**config.mk**
```make
export PLATFORM = sky130hd
export DESIGN_NAME = inst_encoder_flat
export DESIGN_NICKNAME = d
export VERILOG_FILES = /design/src/rtl/inst_encoder_if.sv /design/src/rtl/inst_encoder.sv /design/src/flat_wrapper.sv
export SDC_FILE = /design/constraint.sdc
export NUM_CORES = 1
export LEC_CHECK = 0
export CAP_MARGIN = 20
export CORE_UTILIZATION = 53
export CTS_BUF_LIST = sky130_fd_sc_hd__clkbuf_16
export CTS_CLUSTER_SIZE = 24
export DETAILED_ROUTE_END_ITERATION = 12
export HOLD_SLACK_MARGIN = 0.12
export PLACE_DENSITY = 0.91
export SETUP_SLACK_MARGIN = 0.15
export SLEW_MARGIN = 40
export SYNTH_ARGS = -nofsm -noshare
export SYNTH_HDL_FRONTEND = slang
export SYNTH_SLANG_ARGS = --single-unit
```
**constraint.sdc**
```tcl
create_clock -name clk -period 3.1 [get_ports clk]
set_input_delay 0.62 -clock clk [delete_from_list [all_inputs] [get_ports clk]]
set_output_delay 0.62 -clock clk [all_outputs]
set_load 0.05 [all_outputs]
```
**src/rtl/inst_encoder_if.sv**
```systemverilog
// inst_encoder_if: request side and instruction-memory write side of inst_encoder.
interface inst_encoder_if;
    logic        flush;
    logic        enc_valid;
    logic        enc_ready;
    logic [3:0]  enc_sel;
    logic [4:0]  rs, rt, rd, sa;
    logic [15:0] imm;
    logic        rom_we;
    logic [31:0] rom_addr;
    logic [31:0] rom_data;
    logic        rom_ack;
    logic [15:0] wr_count;
    logic        enc_err;
    modport master (
        output flush, enc_valid, enc_sel, rs, rt, rd, sa, imm, rom_ack,
        input  enc_ready, rom_we, rom_addr, rom_data, wr_count, enc_err
    );
    modport slave (
        input  flush, enc_valid, enc_sel, rs, rt, rd, sa, imm, rom_ack,
        output enc_ready, rom_we, rom_addr, rom_data, wr_count, enc_err
    );
endinterface

```
**src/rtl/inst_encoder.sv**
```systemverilog
// inst_encoder: encodes MIPS instruction requests, buffers them and writes them to instruction memory.
// Define ENC_ZERO_DST_CHECK_EN to reject requests whose destination register is $0.
module inst_encoder #(
    parameter int          FIFO_DEPTH = 4,
    parameter logic [31:0] BASE_ADDR  = 32'h0
) (
    input logic           clk,
    input logic           rst,
    inst_encoder_if.slave bus
);
    localparam int AW = $clog2(FIFO_DEPTH);
    typedef enum logic {IDLE, WRITE} state_t;
    state_t        state, state_nxt;
    logic [31:0]   mem [FIFO_DEPTH];
    logic [AW-1:0] wr_ptr, rd_ptr;
    logic [AW:0]   cnt;
    logic [31:0]   word, addr;
    logic [15:0]   count;
    logic          full, empty, accept, reject, push, pop;
    assign full          = cnt == (AW+1)'(FIFO_DEPTH);
    assign empty         = cnt == '0;
    assign bus.enc_ready = rst & ~bus.flush & ~full;
    assign accept        = bus.enc_valid & bus.enc_ready;
    assign push          = accept & ~reject;
    // flush abandons a write in progress, so its ack must not pop
    assign pop           = (state == WRITE) & bus.rom_ack & ~bus.flush;
`ifdef ENC_ZERO_DST_CHECK_EN
    logic err;
    // rd is the destination for R-type and fixed shifts, rt for the immediate forms; SYNC/PREF exempt
    assign reject = (bus.enc_sel <= 4'd6 || bus.enc_sel >= 4'd13) ? bus.rd == 5'd0 :
                    (bus.enc_sel >= 4'd8 && bus.enc_sel <= 4'd11) ? bus.rt == 5'd0 : 1'b0;
    always_ff @(posedge clk) begin
        if (!rst) err <= 1'b0;
        else err <= accept & reject;
    end
    assign bus.enc_err = err;
`else
    assign reject      = 1'b0;
    assign bus.enc_err = 1'b0;
`endif
    always_comb begin
        word = 32'h0;
        case (bus.enc_sel)
            4'd0:  word = {6'h00, bus.rs, bus.rt, bus.rd, 5'h0, 6'h25};
            4'd1:  word = {6'h00, bus.rs, bus.rt, bus.rd, 5'h0, 6'h24};
            4'd2:  word = {6'h00, bus.rs, bus.rt, bus.rd, 5'h0, 6'h26};
            4'd3:  word = {6'h00, bus.rs, bus.rt, bus.rd, 5'h0, 6'h27};
            4'd4:  word = {6'h00, bus.rs, bus.rt, bus.rd, 5'h0, 6'h04};
            4'd5:  word = {6'h00, bus.rs, bus.rt, bus.rd, 5'h0, 6'h06};
            4'd6:  word = {6'h00, bus.rs, bus.rt, bus.rd, 5'h0, 6'h07};
            4'd7:  word = {21'h0, bus.sa, 6'h0F};
            4'd8:  word = {6'h0D, bus.rs, bus.rt, bus.imm};
            4'd9:  word = {6'h0C, bus.rs, bus.rt, bus.imm};
            4'd10: word = {6'h0E, bus.rs, bus.rt, bus.imm};
            4'd11: word = {6'h0F, 5'h0, bus.rt, bus.imm};
            4'd12: word = {6'h33, bus.rs, bus.rt, bus.imm};
            4'd13: word = {11'h0, bus.rt, bus.rd, bus.sa, 6'h00};
            4'd14: word = {11'h0, bus.rt, bus.rd, bus.sa, 6'h02};
            4'd15: word = {11'h0, bus.rt, bus.rd, bus.sa, 6'h03};
        endcase
    end
    always_ff @(posedge clk) begin
        if (push) mem[wr_ptr] <= word;
    end
    always_ff @(posedge clk) begin
        if (!rst || bus.flush) begin
            wr_ptr <= '0;
            rd_ptr <= '0;
            cnt    <= '0;
            addr   <= BASE_ADDR;
            count  <= 16'h0;
        end else begin
            if (push) wr_ptr <= wr_ptr + AW'(1);
            if (pop) begin
                rd_ptr <= rd_ptr + AW'(1);
                addr   <= addr + 32'd4;
                count  <= count + 16'd1;
            end
            cnt <= cnt + (AW+1)'(push) - (AW+1)'(pop);
        end
    end
    always_ff @(posedge clk) begin
        if (!rst || bus.flush) state <= IDLE;
        else state <= state_nxt;
    end
    always_comb begin
        state_nxt = (state == IDLE) ? (empty ? IDLE : WRITE) :
                    ((bus.rom_ack && cnt == (AW+1)'(1)) ? IDLE : WRITE);
    end
    // head word is stable while unacked: a full FIFO never overwrites the head slot
    always_comb begin
        bus.rom_we   = state == WRITE;
        bus.rom_data = (state == WRITE) ? mem[rd_ptr] : 32'h0;
        bus.rom_addr = addr;
        bus.wr_count = count;
    end
endmodule

```
**src/flat_wrapper.sv**
```systemverilog
// flat-port wrapper written by rule: the top's interface ports become plain ports
module inst_encoder_flat 
#(
    parameter int          FIFO_DEPTH = 4,
    parameter logic [31:0] BASE_ADDR  = 32'h0
)
  (clk, rst, bus_flush, bus_enc_valid, bus_enc_sel, bus_rs, bus_rt, bus_rd, bus_sa, bus_imm, bus_rom_ack, bus_enc_ready, bus_rom_we, bus_rom_addr, bus_rom_data, bus_wr_count, bus_enc_err);
  inst_encoder_if bus_i ();
  input logic clk;
  input logic rst;
  input wire logic [$bits(bus_i.flush)-1:0] bus_flush;
  input wire logic [$bits(bus_i.enc_valid)-1:0] bus_enc_valid;
  input wire logic [$bits(bus_i.enc_sel)-1:0] bus_enc_sel;
  input wire logic [$bits(bus_i.rs)-1:0] bus_rs;
  input wire logic [$bits(bus_i.rt)-1:0] bus_rt;
  input wire logic [$bits(bus_i.rd)-1:0] bus_rd;
  input wire logic [$bits(bus_i.sa)-1:0] bus_sa;
  input wire logic [$bits(bus_i.imm)-1:0] bus_imm;
  input wire logic [$bits(bus_i.rom_ack)-1:0] bus_rom_ack;
  output wire logic [$bits(bus_i.enc_ready)-1:0] bus_enc_ready;
  output wire logic [$bits(bus_i.rom_we)-1:0] bus_rom_we;
  output wire logic [$bits(bus_i.rom_addr)-1:0] bus_rom_addr;
  output wire logic [$bits(bus_i.rom_data)-1:0] bus_rom_data;
  output wire logic [$bits(bus_i.wr_count)-1:0] bus_wr_count;
  output wire logic [$bits(bus_i.enc_err)-1:0] bus_enc_err;
  assign bus_i.flush = bus_flush;
  assign bus_i.enc_valid = bus_enc_valid;
  assign bus_i.enc_sel = bus_enc_sel;
  assign bus_i.rs = bus_rs;
  assign bus_i.rt = bus_rt;
  assign bus_i.rd = bus_rd;
  assign bus_i.sa = bus_sa;
  assign bus_i.imm = bus_imm;
  assign bus_i.rom_ack = bus_rom_ack;
  assign bus_enc_ready = bus_i.enc_ready;
  assign bus_rom_we = bus_i.rom_we;
  assign bus_rom_addr = bus_i.rom_addr;
  assign bus_rom_data = bus_i.rom_data;
  assign bus_wr_count = bus_i.wr_count;
  assign bus_enc_err = bus_i.enc_err;
  inst_encoder #(.FIFO_DEPTH(FIFO_DEPTH), .BASE_ADDR(BASE_ADDR)) u_core (.clk(clk), .rst(rst), .bus(bus_i));
endmodule
```
==> results of run 1 <==
metal layers:
layer | part of all wire, % | wire length [microns] | GRT usage [%] | up-vias
li1 | - | - | - | 2354
met3 | 6.1 | 1000 | 4.49 | 23
met1 | 40 | 6640 | 28.6 | 2516
met4 | 1.7 | 286 | 9.49 | 0
met2 | 52 | 8520 | 41.3 | 231
met5 | 0 | 0 | 0 | -
power by group:
part	internal [mW]	switching, mW	leakage, nW
sequential	2.53	0.00601	1.54
combinational	0.115	0.132	1.49
clock	1.36	0.906	0.302
metrics by stage:
stage	setup slack, ns	total power [mW]	std cells	instance area, sq um
2_1_floorplan	0.521	2.72	565	7590
3_3_place_gp	0.252	2.82	847	9360
3_5_place_dp	0.0471	2.84	847	9360
4_1_cts	0.455	5.08	879	9990
5_1_grt	0.361	5.18	879	9990
6_report	0.449	5.06	879	9990
Yosys cell counts (all sizes together) (3+ instances only):
cell type	instances	share of area, %
buf	15	1.6
and4	5	0.58
or4	11	1.2
a21boi	3	0.30
xor2	11	1.3
a22o	10	1.2
nand2	39	1.9
xnor2	12	1.4
a31oi	4	0.33
a21oi	22	1.5
mux4	30	8.9
nor2	31	1.5
o31ai	4	0.40
o21ai	14	0.92
nor4	4	0.33
ha	8	1.3
nand4	13	1.2
inv	15	0.74
o211ai	5	0.50
nand2b	4	0.33
nand3	18	1.2
and3	3	0.25
clkbuf	21	1.0
nor3	5	0.33
and2	47	3.9
or3	11	0.92
dfxtp	56	15
edfxtp	120	48
cell families (layout without fill, tap and decap cells):
group                      after synthesis  in the layout
AOI/OAI and AO/OA                       73             73
xor gates and xnor gates                23             23
adders and majority gates               10             10
buffers and inverters                   51            185
DFF                                    176            176
muxes                                   32             32
other                                    1              3
and+or+nand+nor                        197            197
path summary, 6_finish.rpt:
kind                                  end  slack (ns)
setup / recovery            u_core.cnt[2]        0.45
hold / removal    u_core.bus.rom_addr[31]        0.50
setup reg to reg            u_core.cnt[2]        0.73
hold reg to reg   u_core.bus.rom_addr[31]        0.50
sequential cells by signal, summed over array words and instances, names as in the netlist, named ones only:
name,cells
u_core.cnt,3
u_core.rd_ptr,2
u_core.bus.rom_addr,30
u_core.mem,120
u_core.bus.wr_count,16
u_core.bus.rom_we,1
u_core.wr_ptr,2
worst max-delay path, cell delays in order:
cell and delay [ns]:
clkdlybuf4s50_1 0.55, nand3b_4 0.24, inv_1 0.12, ha_1 0.31, inv_1 0.06, ha_1 0.16, inv_1 0.06, fa_1 0.38
xnor2_1 0.23, xnor2_1 0.16, nor2_1 0.05
cell type report:
class | count | area, sq um | area share (%)
flip-flops and latches | 176 | 4730 | 47.3
multi-input cells | 338 | 2610 | 26.1
repair buffers | 138 | 1740 | 17.4
clock buffers | 17 | 425 | 4.26
well taps | 180 | 225 | 2.26
clock inverters | 15 | 206 | 2.07
inverters | 15 | 56.3 | 0.564
==> impl_metrics.json, run 1 <==
{
  "status": "complete, no violations",
  "holdWs_ns": 0.504,
  "postCtsSetupRepairBufs": 0,
  "powerDensity_nw_per_um2": 506,
  "grt_setup_unrepaired": "no",
  "fmax_ghz": 0.377,
  "cts_tree": "built",
  "layout_worst_path_cycle_share_pct": 85.5,
  "synth_area_sq_um": 7580,
  "synth_async_sr_flop_share_pct": 0,
  "vias": 5124,
  "path_clk_slew_ns": 0.07,
  "path_max_fanout": 14,
  "drc_errors": 0,
  "numCtsBuffers": 17,
  "fp.dieArea_sq_um": 14800,
  "crit_required_ns": 3.39,
  "synth_compound_area_share_pct": 6.34,
  "synthFlopType": "edfxtp_1",
  "layout_common_cells": "edfxtp_1, clkdlybuf4s50_1, dfxtp_1",
  "synth_edf_count": 120,
  "arrival_ns": 2.94,
  "n_fill_cell": 847,
  "ys.warnings.count": 0,
  "drt_wl_total_microns": 16500,
  "die_w_microns": 122,
  "hpwlAfterDp_microns": 10800,
  "drt_pass1_iterations": 5,
  "via_per_inst": 5.83,
  "finalHoldViolations": 0,
  "fin_nets": 740,
  "initial_core_util_pct": 54.4,
  "min_period_ns": 2.65,
  "route.antenna.remaining_nets": 0,
  "core_area_sq_um": 13900,
  "antenna_found_initial": 0,
  "p_leak_nw": 3.34,
  "cts_resized": 0,
  "grt_overflow_total": 0,
  "htree_levels": 4,
  "ctsHoldBuffers": 0,
  "synth_top_family_by_area": "simple AND/OR/NAND/NOR gates",
  "fin_skew_ns": 0.00775,
  "clock-sinks": 176,
  "setup_viol": 0,
  "start_kind": "input port",
  "whs_path_depth": 2,
  "layout-drive-gt1-share_pct": 16.5,
  "clk_latency_ns": 0.42,
  "finalSetupTns_ns": 0,
  "rr_startpoint": "u_core.bus.rom_we",
  "r2r_cells": 10,
  "max-clock-path-buffers": 2,
  "io_pins": 128,
  "slew_headroom_pct": 58.4,
  "grt_pass1_wl_microns": 26100,
  "synthMuxAreaShare_pct": 9.18,
  "insertedDiodeCount": 0,
  "grt_max_degree": 51,
  "syn_area_per_cell_sq_um": 13.5,
  "grt_pass1_vias": 5168,
  "worst_pin_slew_ns": 0.619,
  "area_delta_synth_final_pct": 31.8,
  "holdCritStartpoint": "u_core.bus.rom_addr[31]",
  "syn_inst": 563,
  "row_count": 43,
  "holdCritPathClass": "reg -> reg",
  "cts_root_buf": "clkbuf_16",
  "peakVddDrop_v": 0.000354,
  "die_y_microns": 122,
  "fin_util_pct": 71.7,
  "gp_congestion": 0.798,
  "drv_slew": 0,
  "place.port_buffers": 124,
  "drtIter0Drc": 390,
  "synth_seq_area_share_pct": 62.3,
  "path_class": "in -> reg",
  "layout_commonest_cell": "edfxtp_1",
  "synthAdderAreaFrac_pct": 1.72,
  "endpoint_kind": "register",
  "drv_cap": 0,
  "synth.distinct_cells": 53,
  "synth-simple-area-share_pct": 14.4,
  "startpoint": "bus_flush",
  "synth_xor_xnor_area_share_pct": 2.66,
  "wl_per_cell_microns": 18.7,
  "grt_use_total_pct": 23.5,
  "synth-seq-cells": 176
}
(Power assumes the default switching activity.)
==> run 2, diff against run 1 <==
Settings changed: SKIP_LAST_GASP set to 1, TNS_END_PERCENT set to 30.
==> results of run 2 <==
Final layout, timing and power as in run 1 (identical DEF).
